--- src/rtl/mod_counter_bank_if.sv ---
// Control/status bundle for the modulo counter bank.
// There is no handshake: every control bit is sampled on each rising clock,
// and cnt/tc/ovf are registered outputs valid one cycle after the inputs.
interface mod_counter_bank_if #(
  parameter int unsigned NUM_CH = 4,
  parameter int unsigned WIDTH  = 2
);
  logic [NUM_CH-1:0]       en;
  logic [NUM_CH-1:0]       up;
  logic [NUM_CH-1:0]       sat_mode;
  logic [NUM_CH-1:0]       clr;
  logic [NUM_CH-1:0]       load;
  logic [NUM_CH*WIDTH-1:0] load_val;
  logic [NUM_CH*WIDTH-1:0] max_val;
  logic [NUM_CH*WIDTH-1:0] cnt;
  logic [NUM_CH-1:0]       tc;
  logic [NUM_CH-1:0]       ovf;

  modport master (
    output en, up, sat_mode, clr, load, load_val, max_val,
    input  cnt, tc, ovf
  );

  modport slave (
    input  en, up, sat_mode, clr, load, load_val, max_val,
    output cnt, tc, ovf
  );
endinterface

--- src/rtl/mod_counter_bank.sv ---
// Bank of independent modulo counters with programmable terminal value,
// up/down direction, wrap/saturate mode, clear, load, terminal-count pulse
// and sticky overflow flag.
module mod_counter_bank #(
  parameter int unsigned NUM_CH  = 4,
  parameter int unsigned WIDTH   = 2,
  parameter int unsigned RST_VAL = 0
) (
  input logic               clk,
  input logic               rstn,
  mod_counter_bank_if.slave bus
);

  localparam logic [WIDTH-1:0] RST_W = WIDTH'(RST_VAL);
  localparam logic [WIDTH-1:0] ONE   = WIDTH'(1);

  logic [WIDTH-1:0]  cnt_q  [NUM_CH];
  logic [WIDTH-1:0]  cnt_d  [NUM_CH];
  logic [WIDTH-1:0]  max_a  [NUM_CH];
  logic [WIDTH-1:0]  load_a [NUM_CH];
  logic [NUM_CH-1:0] tc_q, tc_d;
  logic [NUM_CH-1:0] ovf_q, ovf_d;
  logic [NUM_CH-1:0] ev;

  // Unpack the per-channel terminal and load values.
  always_comb begin
    for (int i = 0; i < NUM_CH; i++) begin
      max_a[i]  = bus.max_val[i*WIDTH +: WIDTH];
      load_a[i] = bus.load_val[i*WIDTH +: WIDTH];
    end
  end

  // Next-state per channel: clr beats load beats en; ev marks a boundary event.
  always_comb begin
    for (int i = 0; i < NUM_CH; i++) begin
      cnt_d[i] = cnt_q[i];
      tc_d[i]  = 1'b0;
      ovf_d[i] = ovf_q[i];
      ev[i]    = 1'b0;
      if (bus.clr[i]) begin
        cnt_d[i] = '0;
        ovf_d[i] = 1'b0;
      end else if (bus.load[i]) begin
        cnt_d[i] = (load_a[i] > max_a[i]) ? max_a[i] : load_a[i];
      end else if (bus.en[i]) begin
        if (bus.up[i]) begin
          // cnt above max_val (max lowered at runtime) is treated as at the bound.
          if (cnt_q[i] < max_a[i]) begin
            cnt_d[i] = cnt_q[i] + ONE;
          end else begin
            ev[i]    = 1'b1;
            cnt_d[i] = bus.sat_mode[i] ? max_a[i] : '0;
          end
        end else begin
          if (cnt_q[i] == '0) begin
            ev[i]    = 1'b1;
            cnt_d[i] = bus.sat_mode[i] ? '0 : max_a[i];
          end else if (cnt_q[i] > max_a[i]) begin
            ev[i]    = 1'b1;
            cnt_d[i] = max_a[i];
          end else begin
            cnt_d[i] = cnt_q[i] - ONE;
          end
        end
        tc_d[i] = ev[i];
        if (ev[i]) begin
          ovf_d[i] = 1'b1;
        end
      end
    end
  end

  // State registers; reset forces every channel back immediately.
  always_ff @(posedge clk or negedge rstn) begin
    if (!rstn) begin
      for (int i = 0; i < NUM_CH; i++) begin
        cnt_q[i] <= RST_W;
      end
      tc_q  <= '0;
      ovf_q <= '0;
    end else begin
      for (int i = 0; i < NUM_CH; i++) begin
        cnt_q[i] <= cnt_d[i];
      end
      tc_q  <= tc_d;
      ovf_q <= ovf_d;
    end
  end

  for (genvar g = 0; g < NUM_CH; g++) begin : g_pack
    assign bus.cnt[g*WIDTH +: WIDTH] = cnt_q[g];
  end

  assign bus.tc  = tc_q;
  assign bus.ovf = ovf_q;

endmodule
--- src/flat_wrapper.sv ---
// flat-port wrapper written by rule: the top's interface ports become plain ports
module mod_counter_bank_flat 
#(
  parameter int unsigned NUM_CH  = 4,
  parameter int unsigned WIDTH   = 2,
  parameter int unsigned RST_VAL = 0
)
  (clk, rstn, bus_en, bus_up, bus_sat_mode, bus_clr, bus_load, bus_load_val, bus_max_val, bus_cnt, bus_tc, bus_ovf);
  mod_counter_bank_if #(.NUM_CH(NUM_CH), .WIDTH(WIDTH)) bus_i ();
  input logic clk;
  input logic rstn;
  input wire logic [$bits(bus_i.en)-1:0] bus_en;
  input wire logic [$bits(bus_i.up)-1:0] bus_up;
  input wire logic [$bits(bus_i.sat_mode)-1:0] bus_sat_mode;
  input wire logic [$bits(bus_i.clr)-1:0] bus_clr;
  input wire logic [$bits(bus_i.load)-1:0] bus_load;
  input wire logic [$bits(bus_i.load_val)-1:0] bus_load_val;
  input wire logic [$bits(bus_i.max_val)-1:0] bus_max_val;
  output wire logic [$bits(bus_i.cnt)-1:0] bus_cnt;
  output wire logic [$bits(bus_i.tc)-1:0] bus_tc;
  output wire logic [$bits(bus_i.ovf)-1:0] bus_ovf;
  assign bus_i.en = bus_en;
  assign bus_i.up = bus_up;
  assign bus_i.sat_mode = bus_sat_mode;
  assign bus_i.clr = bus_clr;
  assign bus_i.load = bus_load;
  assign bus_i.load_val = bus_load_val;
  assign bus_i.max_val = bus_max_val;
  assign bus_cnt = bus_i.cnt;
  assign bus_tc = bus_i.tc;
  assign bus_ovf = bus_i.ovf;
  mod_counter_bank #(.NUM_CH(NUM_CH), .WIDTH(WIDTH), .RST_VAL(RST_VAL)) u_core (.clk(clk), .rstn(rstn), .bus(bus_i));
endmodule
--- config.mk ---
export PLATFORM = sky130hd
export DESIGN_NAME = mod_counter_bank_flat
export DESIGN_NICKNAME = d
export VERILOG_FILES = /design/src/rtl/mod_counter_bank_if.sv /design/src/rtl/mod_counter_bank.sv /design/src/flat_wrapper.sv
export SDC_FILE = /design/constraint.sdc
export NUM_CORES = 1
export LEC_CHECK = 0
export BUFFER_PORTS_ARGS = -buffer_cell sky130_fd_sc_hd__buf_2
export CORE_UTILIZATION = 45
export CTS_CLUSTER_DIAMETER = 80
export CTS_CLUSTER_SIZE = 30
export DETAILED_ROUTE_END_ITERATION = 6
export PLACE_DENSITY = 0.74
export SYNTH_ARGS = -nofsm -noshare
export SYNTH_HDL_FRONTEND = slang
export SYNTH_SLANG_ARGS = --single-unit
--- constraint.sdc ---
create_clock -name clk -period 2.65 [get_ports clk]
set_input_delay 0.53 -clock clk [delete_from_list [all_inputs] [get_ports clk]]
set_output_delay 0.53 -clock clk [all_outputs]
set_load 0.02 [all_outputs]
==> impl_summary.txt, run 1 <==
----------------------------------------------------
[Outcome]
  Outcome ... finished, final reports clean

[Route]
  DR iter-0 viols ... 155
  Vias after detailed routing ... 1817
  DRC ... 0
  Routed vias/inst ... approximately 5.5
  Final routed wire length divided by cell count ... 11.9 um
  First-pass iteration count of the detailed router ... 4
  Final wirelength ... 3940 um
  Remaining number of nets flagged by the antenna check after routing ... 0

[Setup path]
  Sum of buffers and inverters on the critical path ... 2
  Max Fanout on Critical Path ... 5
  Worst reg2reg path endpoint ... u_core.bus.cnt[7]
  Timing endpoint of the critical path ... u_core.bus.cnt[7]
  Cell-by-cell listing of the critical path ... buf_2 > inv_1 > ha_1 > nor2b_1 > nor2_1 > nand2_1 > a311o_1 > a221oi_2
  Slowest Stage Delay on Critical Path ... 320 ps
  Critical Setup Path Class ... in2reg
  Setup crit start kind ... primary input
  Critical path startpoint ... bus_max_val[7]
  Register-to-register setup slack ... 760 ps
  Reg-to-reg startpoint ... u_core.bus.cnt[6]
  Cell with the largest stage delay on the worst path ... sky130_fd_sc_hd__a311o_1
  Cell family contributing the most delay on the critical path ... compound AO/OA/AOI/OAI gates
  Arrival time of the worst setup path ... 2050 ps
  Critical path capture point type ... flip-flop
  Count of cells along the worst register-to-register path ... 7
  Required @ worst endpoint ... 2800 ps
  Number of logic stages on the critical path including buffering ... 8

[Global routing]
  Global-route wire length before repair ... roughly 7000 um
  Sum of overflow across all layers after global routing ... 0
  Maximum number of pins on one net before global-route repair ... 17
  Number of antenna violations at the first check in global routing ... 0
  Global-route usage over all layers ... 0.210
  Number of global-route vias before repair ... 1688

[Worst hold path]
  Type of the most critical hold path ... in2async

[Power and ir drop]
  Logic pwr share ... 0.430
  Worst IR drop on VDD ... 232 uV
  Internal portion of total power ... 0.552 mW
  Part of the total power dissipated in the clock network ... 0.245
  Part of the total power dissipated in sequential elements ... 0.325
  Net Sw Frac ... 0.363
  Pwr Total ... 0.867 mW
  Leakage ... 1.12 nW
  PwrDens ... 409 nW/um2
  Switch Pwr ... 0.314 mW

[Floorplan]
  Core Area ... approximately 3700 um2
  Horiz. Die Dim ... 64.3 um
  Die Y ... 64.3 um
  Effective utilization at floorplan ... 0.473
  Ports ... between 50 and 60
  Cell row count ... 22
  Floorplan die area ... 4130 um2

[Logic synthesis]
  Sequential element share of the synthesized area ... 0.229
  Register bit count reported by yosys ... 16
  Synth warnings ... 0
  Cell variety after synth ... 39
  Async SR Flop Fraction ... 1.00
  Synth Net Count ... 288
  Synthesized area divided by synthesized cell count ... 7.72 um2
  Primary flip-flop cell chosen by synthesis mapping ... sky130_fd_sc_hd__dfrtp_1
  Count of flip-flops with a built-in enable after synthesis ... 0
  Netlist area before placement ... around 1700 um2
  Number of cells produced by synthesis ... 226

[STA]
  Number of max-slew violations in the final report ... 0
  Minimum period implied by the final worst setup slack ... between 1500 and 2000 ps
  Fin Setup TNS ... 0 ps
  Maximum clock skew at final layout ... around 2.8 ps
  Unrepaired setup endpoints after global routing ... false
  Worst slew margin ... 0.764
  Min setup slack post-route ... 750 ps
  Share of the cycle needed by the critical path after routing ... 0.717
  Final-report hold violation count ... 0
  Max Freq ... between 500 and 600 MHz
  Actual slew at the worst max-slew pin ... around 350 ps
  Final hold slack ... 185 ps
  Final-report setup violation count ... 0

[CTS]
  Number of buffers created by CTS ... 3
  Maximum buffer depth of the clock tree ... 2
  Clock-pin slew on the worst setup and hold paths ... approximately 60 ps
  Setup Buffers After CTS ... 0
  Worst skew pair latency ... around 250 ps
  Library cell used as clock root buffer ... sky130_fd_sc_hd__clkbuf_8
  Post_cts resized ... 0
  Clock tree from TritonCTS ... done
  Number of hold buffers added after cts ... 0
  TritonCTS Sinks ... 16
  Depth of the CTS H-tree ... 1

[Placement]
  Setup slack at placement ... 500 ps
  Quantity of I/O buffers inserted on ports ... 53
  Cell count after placement ... 326
  Area after DPL ... 2070 um2
  Weighted congestion at the end of routability-driven global placement ... ~0.9
  Final HPWL from detailed placement ... approximately 3300 um

[Cells and area]
  Final core utilization ... 0.575
  Proportion of layout cells with a drive suffix above 1 ... 0.220
  Post-route standard cell area excluding fillers ... 2120 um2
  Most common library cell in the layout ignoring fill and taps ... sky130_fd_sc_hd__buf_2
  Number of diodes ... 0
  Number of cells in the finished layout apart from fillers ... 330
  Layout Area Growth over Synthesis ... 21.5%
  Commonest non-fill, non-tap cells in the layout ... sky130_fd_sc_hd__buf_2, sky130_fd_sc_hd__inv_1, sky130_fd_sc_hd__nand2_1, sky130_fd_sc_hd__ha_1, sky130_fd_sc_hd__nor2_1
  Count of nets after finishing ... 345

[Job]
  Max capacitance violation total ... 0

----------------------------------------------------
==> flip-flops by register name, summed over array words and instances, names as in the netlist <==
name / flops
u_core.bus.ovf: 4
u_core.bus.tc: 4
u_core.bus.cnt: 8
==> Yosys cell counts, drive strengths merged (2+ instances only) <==
cell | instances | area share
a211oi | 8 | 0.034
a21o | 4 | 0.017
a21oi | 16 | 0.046
a221oi | 3 | 0.019
dfrtp | 16 | 0.23
ha | 24 | 0.17
inv | 29 | 0.062
mux2i | 7 | 0.040
nand2 | 25 | 0.054
nand2b | 7 | 0.025
nand3 | 6 | 0.017
nor2 | 21 | 0.045
nor2b | 9 | 0.032
nor3 | 6 | 0.017
o21ai | 14 | 0.040
o221ai | 3 | 0.015
o311ai | 7 | 0.035
o31ai | 2 | 0.0086
o32ai | 3 | 0.015
==> cells by family (layout without fill, tap and decap cells) <==
logic type | after synthesis | in the layout | synth area share
fa+ha+maj | 24 | 24 | 0.172
simple gates | 76 | 76 | 0.199
mux | 8 | 8 | 0.0466
flops | 16 | 16 | 0.229
compound gates | 72 | 72 | 0.287
buf+inv | 30 | 86 | 0.0652
==> worst min-delay path by stage <==
stage | cells past startpoint | slack [ps] | endpoint
6_report | 1 | 190 | u_core.bus.cnt[4]
5_1_grt | 1 | 200 | u_core.bus.cnt[4]
4_1_cts | 1 | 190 | u_core.bus.cnt[3]
3_5_place_dp | 1 | 460 | u_core.bus.cnt[3]
3_3_place_gp | 1 | 460 | u_core.bus.cnt[3]
2_1_floorplan | 0 | 230 | u_core.bus.cnt[0]
==> power by group through the flow <==
stage | clock network, mW | registers (mW) | logic [mW]
after floorplan | 0 | 0.306 | 0.231
after global placement | 0 | 0.285 | 0.369
after detailed placement | 0 | 0.285 | 0.372
after CTS | 0.223 | 0.281 | 0.374
after global routing | 0.236 | 0.284 | 0.425
final | 0.212 | 0.281 | 0.373
==> area by class of cell <==
type	instances	area, um2
Fill cell	372	1570
Multi-Input combinational cell	180	1230
Sequential cell	16	400
Timing Repair Buffer	53	265
Inverter	29	109
Tap cell	48	60.1
Clock buffer	4	55.1
==> layer usage <==
metal	up-vias	global-route usage	wire length (um)	share of wire
met5	-	0	0	0
met4	0	0.0250	14	0.0036
met3	2	0.0375	168	0.043
met2	47	0.351	1810	0.46
met1	830	0.288	1940	0.49
li1	938	-	-	-
No activity file was read; power rests on OpenSTA's default activity.
==> run 2, diff against run 1 <==
--- a/config.mk
+++ b/config.mk
@@ -10,7 +10,7 @@
 export CTS_CLUSTER_DIAMETER = 80
 export CTS_CLUSTER_SIZE = 30
 export DETAILED_ROUTE_END_ITERATION = 6
-export PLACE_DENSITY = 0.74
+export PLACE_DENSITY = 0.76
 export SYNTH_ARGS = -nofsm -noshare
 export SYNTH_HDL_FRONTEND = slang
 export SYNTH_SLANG_ARGS = --single-unit
==> constraint.sdc (replaced) <==
create_clock -name clk -period 1.7 [get_ports clk]
set_input_delay 0.34 -clock clk [delete_from_list [all_inputs] [get_ports clk]]
set_output_delay 0.34 -clock clk [all_outputs]
set_load 0.02 [all_outputs]
==> impl_summary.txt, run 2 (synthesis gave the netlist of run 1 again) <==
----------------------------------------------------
[Power and ir drop]
  Worst IR drop on VDD ... 491 uV (+110%)
  Leakage ... 1.30 nW (+16%)
  PwrDens ... 624 nW/um2 (+53%)

[Setup path]
  Setup crit start kind ... flip-flop
  Arrival time of the worst setup path ... 1870 ps (-180 ps)
  Count of cells along the worst register-to-register path ... 7 (unchanged)
  Required @ worst endpoint ... 1860 ps (-940 ps)
  Worst reg2reg path endpoint ... u_core.bus.cnt[7]
  Critical path capture point type ... flip-flop
  Register-to-register setup slack ... -10 ps (-770 ps)
  Reg-to-reg startpoint ... u_core.bus.cnt[6]
  Max Fanout on Critical Path ... 4 (-1)
  Critical Setup Path Class ... reg2reg

[STA]
  Final-report hold violation count ... 12 (+12)
  Actual slew at the worst max-slew pin ... 349 ps (-0.787 ps)
  Fin Setup TNS ... -13.3 ps (-13.3 ps)
  Minimum period implied by the final worst setup slack ... 1710 ps
  Min setup slack post-route ... -13.3 ps (-763 ps)
  Max Freq ... 584 MHz
  Final hold slack ... -2.87 ps (-188 ps)
  Share of the cycle needed by the critical path after routing ... 1.01
  Number of max-slew violations in the final report ... 0 (unchanged)
  Final-report setup violation count ... 1 (+1)
  Maximum clock skew at final layout ... 2.54 ps (-0.217 ps)
  Unrepaired setup endpoints after global routing ... true
  Worst slew margin ... 0.764 (about the same)

[Floorplan]
  Cell row count ... 22 (unchanged)
  Horiz. Die Dim ... 64.3 um (unchanged)
  Effective utilization at floorplan ... 0.473 (unchanged)
  Floorplan die area ... 4130 um2 (unchanged)
  Core Area ... 3690 um2 (unchanged)
  Ports ... 54 (unchanged)
  Die Y ... 64.3 um (unchanged)

[CTS]
  Worst skew pair latency ... 250 ps (about the same)
  Depth of the CTS H-tree ... 1 (unchanged)
  Clock-pin slew on the worst setup and hold paths ... 60 ps (about the same)
  Clock tree from TritonCTS ... done
  Library cell used as clock root buffer ... sky130_fd_sc_hd__clkbuf_8
  TritonCTS Sinks ... 16 (unchanged)
  Number of buffers created by CTS ... 3 (unchanged)
  Maximum buffer depth of the clock tree ... 2 (unchanged)

[Placement]
  Final HPWL from detailed placement ... 3670 um (+11%)
  Weighted congestion at the end of routability-driven global placement ... 0.967 (+6.9%)
  Setup slack at placement ... -116 ps (-616 ps)
  Quantity of I/O buffers inserted on ports ... 53 (unchanged)

[Cells and area]
  Layout Area Growth over Synthesis ... 45.7%
  Commonest non-fill, non-tap cells in the layout ... sky130_fd_sc_hd__buf_2, sky130_fd_sc_hd__buf_4, sky130_fd_sc_hd__inv_1, sky130_fd_sc_hd__nand2_1
  Proportion of layout cells with a drive suffix above 1 ... 0.400 (+0.180)
  Number of diodes ... 0 (unchanged)
  Number of flip-flops under the largest register name ... 8 (unchanged)
  Count of nets after finishing ... 378 (+9.6%)
  Most common library cell in the layout ignoring fill and taps ... sky130_fd_sc_hd__buf_2
  # fillers ... 319 (-14%)

[Outcome]
  Violated checks ... hold timing, setup timing
  Outcome ... finished with violations

[Global routing]
  Global-route usage over all layers ... 0.226 (+0.0158)
  Number of global-route vias before repair ... 1823 (+8.0%)
  Number of antenna violations at the first check in global routing ... 0 (unchanged)
  Maximum number of pins on one net before global-route repair ... 17 (unchanged)
  Sum of overflow across all layers after global routing ... 0 (unchanged)
  Global-route wire length before repair ... 7580 um (+7.0%)

[Route]
  Final wirelength ... 4620 um (+17%)
  DR iter-0 viols ... 106 (-32%)
  First-pass iteration count of the detailed router ... 6 (+2)
  DRC ... 0 (unchanged)
  Routed vias/inst ... 5.52 (+0.27%)
  Remaining number of nets flagged by the antenna check after routing ... 0 (unchanged)
  Final routed wire length divided by cell count ... 12.7 um (+6.8%)
  Vias after detailed routing ... 2004 (+10%)

[Worst hold path]
  Type of the most critical hold path ... in2async

[Job]
  Max capacitance violation total ... 0 (unchanged)

----------------------------------------------------
run 2: changes by cell type in the layout (fill, tap and decap cells not counted), sizes merged:
cell and change:
buf +33
run 2: how the worst max path moves through the flow:
stage,start,to,slack (ps)
2_1_floorplan,u_core.bus.cnt[7],u_core.bus.cnt[7],-10
3_3_place_gp,bus_max_val[5],u_core.bus.cnt[5],-80
3_5_place_dp,bus_max_val[7],u_core.bus.cnt[6],-120
4_1_cts,u_core.bus.cnt[6],u_core.bus.cnt[7],-20
5_1_grt,u_core.bus.cnt[6],u_core.bus.cnt[7],-100
6_report,u_core.bus.cnt[6],u_core.bus.cnt[7],-10
run 2: metal layers:
metal | up-vias | global-route usage | share of wire
li1 | 1004 | - | -
met1 | 932 | 0.292 | 0.45
met2 | 62 | 0.391 | 0.50
met3 | 6 | 0.0357 | 0.045
met4 | 0 | 0.0528 | 0.0093
met5 | - | 0 | 0
run 2: power breakdown:
group / leakage [nW] / switching [mW] / internal (mW) / total (mW)
Combinational: 1.07 / 0.424 / 0.394 / 0.818
Sequential: 0.206 / 0.0219 / 0.413 / 0.435
Clock: 0.0288 / 0.129 / 0.205 / 0.334
Total: 1.30 / 0.575 / 1.01 / 1.59
run 2: critical path, cell delays in order, from the launching register on:
cell	delay, ps
sky130_fd_sc_hd__dfrtp_2	420
sky130_fd_sc_hd__inv_4	90
sky130_fd_sc_hd__ha_4	220
sky130_fd_sc_hd__or2b_1	230
sky130_fd_sc_hd__o31ai_2	70
sky130_fd_sc_hd__a211oi_2	90
sky130_fd_sc_hd__a311o_1	290
sky130_fd_sc_hd__a221oi_2	210
run 2: area by class of cell:
| cell class | count | area, um2 | share of cell area |
|---|---|---|---|
| repair buffers | 86 | 513 | 0.202 |
| clock buffers | 4 | 55.1 | 0.0217 |
| inverters | 29 | 111 | 0.0438 |
| multi-input cells | 180 | 1400 | 0.549 |
| well taps | 48 | 60.1 | 0.0236 |
| flip-flops and latches | 16 | 407 | 0.160 |
run 2: what timing repair did:
| action | in CTS | in global routing |
|---|---|---|
| hold buffers | 0 | 0 |
| endpoints found under the setup margin | 6 | 9 |
| setup buffers | 1 | 2 |
| pin swaps | 4 | 5 |
| gates resized for setup | 5 | 22 |
run 2: per-stage QoR:
| stage | hold WS [ps] | total power, mW | cells | util | instance area (um2) |
|---|---|---|---|---|---|
| 2_1_floorplan | 44.4 | 0.865 | 226 | - | 1810 |
| 5_1_grt | 18.9 | 1.70 | 363 | 0.689 | 2540 |
| 6_report | -2.87 | 1.59 | 363 | 0.689 | 2540 |
| 3_5_place_dp | 276 | 1.16 | 356 | 0.639 | 2360 |
| 4_1_cts | 3.17 | 1.51 | 361 | 0.658 | 2430 |
| 3_3_place_gp | 276 | 1.14 | 356 | 0.639 | 2360 |
==> run 3, diff against run 2 <==
--- a/config.mk
+++ b/config.mk
@@ -10,6 +10,7 @@
 export CTS_CLUSTER_DIAMETER = 80
 export CTS_CLUSTER_SIZE = 30
 export DETAILED_ROUTE_END_ITERATION = 6
+export HOLD_SLACK_MARGIN = 0.08
 export PLACE_DENSITY = 0.76
 export SYNTH_ARGS = -nofsm -noshare
 export SYNTH_HDL_FRONTEND = slang
==> impl_summary.txt, run 3 (synthesis gave the netlist of run 1 again) <==
----------------------------------------------------
[Route]
  Routed met3 length ... 187 um (-10%)
  Wire length on met2 ... 2380 um (+2.9%)
  Final wirelength ... 4700 um (+1.7%)
  Final routed wire length divided by cell count ... 12.9 um (+1.5%)
  Highest signal layer in the routed design ... met4
  DRC ... 0 (unchanged)
  Metal1 wirelength ... 2100 um (+1.7%)
  Routed vias/inst ... 5.45 (-1.2%)
  Remaining number of nets flagged by the antenna check after routing ... 0 (unchanged)
  Vias after detailed routing ... 1985 (-0.95%)
  First-pass iteration count of the detailed router ... 4 (-2)
  DR iter-0 viols ... 104 (-1.9%)

[CTS]
  Maximum buffer depth of the clock tree ... 2 (unchanged)
  Number of buffers created by CTS ... 3 (unchanged)
  Depth of the CTS H-tree ... 1 (unchanged)
  Clock-pin slew on the worst setup and hold paths ... 60 ps (about the same)
  TritonCTS Sinks ... 16 (unchanged)
  Clock tree from TritonCTS ... done
  Worst skew pair latency ... 250 ps (about the same)
  Library cell used as clock root buffer ... sky130_fd_sc_hd__clkbuf_8

[Global routing]
  Number of antenna violations at the first check in global routing ... 0 (unchanged)
  Maximum number of pins on one net before global-route repair ... 17 (unchanged)
  Sum of overflow across all layers after global routing ... 0 (unchanged)
  Number of global-route vias before repair ... 1848 (+1.4%)
  Global-route usage over all layers ... 0.230 (+0.00375)
  Global-route wire length before repair ... 7700 um (+1.5%)

[STA]
  Worst slew margin ... 0.756 (-0.00837)
  Minimum period implied by the final worst setup slack ... 1710 ps (+0.219 ps)
  Min setup slack post-route ... -13.6 ps (-0.219 ps)
  Final-report hold violation count ... 0 (-12)
  Share of the cycle needed by the critical path after routing ... 1.01 (about the same)
  Maximum clock skew at final layout ... 1.96 ps (-0.579 ps)
  Final-report setup violation count ... 1 (unchanged)
  Number of max-slew violations in the final report ... 0 (unchanged)
  Max Freq ... 584 MHz (about the same)
  Actual slew at the worst max-slew pin ... 366 ps (+17.0 ps)
  Unrepaired setup endpoints after global routing ... true

[Outcome]
  Violated checks ... setup timing
  Outcome ... finished with violations

[Cells and area]
  Number of flip-flops under the largest register name ... 8 (unchanged)
  Most common library cell in the layout ignoring fill and taps ... sky130_fd_sc_hd__buf_2
  # fillers ... 322 (+0.94%)
  Number of diodes ... 0 (unchanged)
  Count of nets after finishing ... 379 (+0.26%)
  Commonest non-fill, non-tap cells in the layout ... sky130_fd_sc_hd__buf_2, sky130_fd_sc_hd__buf_4, sky130_fd_sc_hd__inv_1, sky130_fd_sc_hd__nand2_1
  Proportion of layout cells with a drive suffix above 1 ... 0.399 (-0.00127)
  Post-route standard cell area excluding fillers ... 2560 um2 (+0.59%)
  Layout Area Growth over Synthesis ... 46.5%

[Power and ir drop]
  Switch Pwr ... 0.578 mW (+0.53%)
  PwrDens ... 623 nW/um2 (-0.21%)
  Pwr Total ... 1.59 mW (+0.38%)
  Leakage ... 1.31 nW (+0.48%)
  Logic pwr share ... 0.517 (about the same)
  Part of the total power dissipated in sequential elements ... 0.273 (about the same)
  Part of the total power dissipated in the clock network ... 0.210 (about the same)
  Net Sw Frac ... 0.363 (+0.000546)
  Internal portion of total power ... 1.01 mW (+0.29%)
  Worst IR drop on VDD ... 495 uV (+0.78%)

[Floorplan]
  Die Y ... 64.3 um (unchanged)
  Cell row count ... 22 (unchanged)
  Horiz. Die Dim ... 64.3 um (unchanged)
  Core Area ... 3690 um2 (unchanged)
  Ports ... 54 (unchanged)
  Effective utilization at floorplan ... 0.473 (unchanged)
  Floorplan die area ... 4130 um2 (unchanged)

[Setup path]
  Critical path capture point type ... flip-flop
  Cell with the largest stage delay on the worst path ... sky130_fd_sc_hd__dfrtp_2
  Arrival time of the worst setup path ... 1870 ps (about the same)
  Sum of buffers and inverters on the critical path ... 1 (unchanged)
  Cell family contributing the most delay on the critical path ... compound AO/OA/AOI/OAI gates
  Critical Setup Path Class ... reg2reg
  Cell-by-cell listing of the critical path ... inv_4 > ha_4 > or2b_1 > o31ai_2 > a211oi_2 > a311o_1 > a221oi_2
  Max Fanout on Critical Path ... 4 (unchanged)
  Setup crit start kind ... flip-flop
  Slowest Stage Delay on Critical Path ... 420 ps (about the same)
  Required @ worst endpoint ... 1860 ps (about the same)

[Placement]
  Weighted congestion at the end of routability-driven global placement ... 0.967 (unchanged)
  Area after DPL ... 2360 um2 (unchanged)
  Final HPWL from detailed placement ... 3670 um (unchanged)
  Quantity of I/O buffers inserted on ports ... 53 (unchanged)

[Job]
  Max capacitance violation total ... 0 (unchanged)

[Worst hold path]
  Type of the most critical hold path ... in2reg

----------------------------------------------------
-- run 3: layout make-up --
type                            count  area (um2)  area share
Clock buffer                        4        55.1      0.0215
Inverter                           29         111      0.0435
Multi-Input combinational cell    180        1400       0.548
Sequential cell                    16         407       0.159
Tap cell                           48        60.1      0.0235
Timing Repair Buffer               87         523       0.205
-- run 3: stage by stage --
| stage | hold slack [ps] | util | setup TNS, ps | std cells | setup WS [ps] |
|---|---|---|---|---|---|
| floorplan | 44.4 | - | -12.2 | 226 | -12.2 |
| global placement | 276 | 0.639 | -364 | 356 | -84.8 |
| detailed placement | 276 | 0.639 | -659 | 356 | -116 |
| CTS | 286 | 0.661 | -17.6 | 362 | -17.6 |
| global route | 286 | 0.693 | -290 | 364 | -100 |
| finish | 290 | 0.693 | -13.6 | 364 | -13.6 |
-- run 3: repair_timing --
action / CTS / global route
pin swaps: 4 / 5
hold buffers: 1 / 0
endpoints found under the setup margin: 6 / 9
endpoints found under the hold margin: 16 / 0
resized for setup: 5 / 24
buffers inserted: 1 / 2
-- run 3: worst register-to-register path, cell delays in order, from the launching register on --
cell	delay [ps]
sky130_fd_sc_hd__dfrtp_2	420
sky130_fd_sc_hd__inv_4	90
sky130_fd_sc_hd__ha_4	220
sky130_fd_sc_hd__or2b_1	230
sky130_fd_sc_hd__o31ai_2	70
sky130_fd_sc_hd__a211oi_2	100
sky130_fd_sc_hd__a311o_1	290
sky130_fd_sc_hd__a221oi_2	210
-- run 3: power groups by stage --
stage	clock (mW)	combinational, mW	sequential, mW
floorplan	0	0.383	0.482
global placement	0	0.702	0.441
detailed placement	0	0.715	0.441
CTS	0.348	0.729	0.434
global route	0.361	0.906	0.438
finish	0.335	0.823	0.435
-- run 3: final timing paths --
path | startpoint | to | slack, ps | depth (start not counted)
min in group asynchronous | rstn | u_core.bus.cnt[2] | 540 | 2
worst max-delay path | u_core.bus.cnt[6] | u_core.bus.cnt[7] | -10 | 7
worst max register to register | u_core.bus.cnt[6] | u_core.bus.cnt[7] | -10 | 7
max in group asynchronous | rstn | u_core.bus.cnt[5] | 880 | 2
worst min register to register | u_core.bus.ovf[1] | u_core.bus.ovf[1] | 480 | 1
worst min-delay path | bus_clr[3] | u_core.bus.cnt[7] | 290 | 2
-- run 3: metal layers --
metal / track usage / up-vias
met4: 0.0528 / 0
met3: 0.0357 / 4
li1: - / 1007
met1: 0.291 / 920
met2: 0.405 / 54
met5: 0 / -
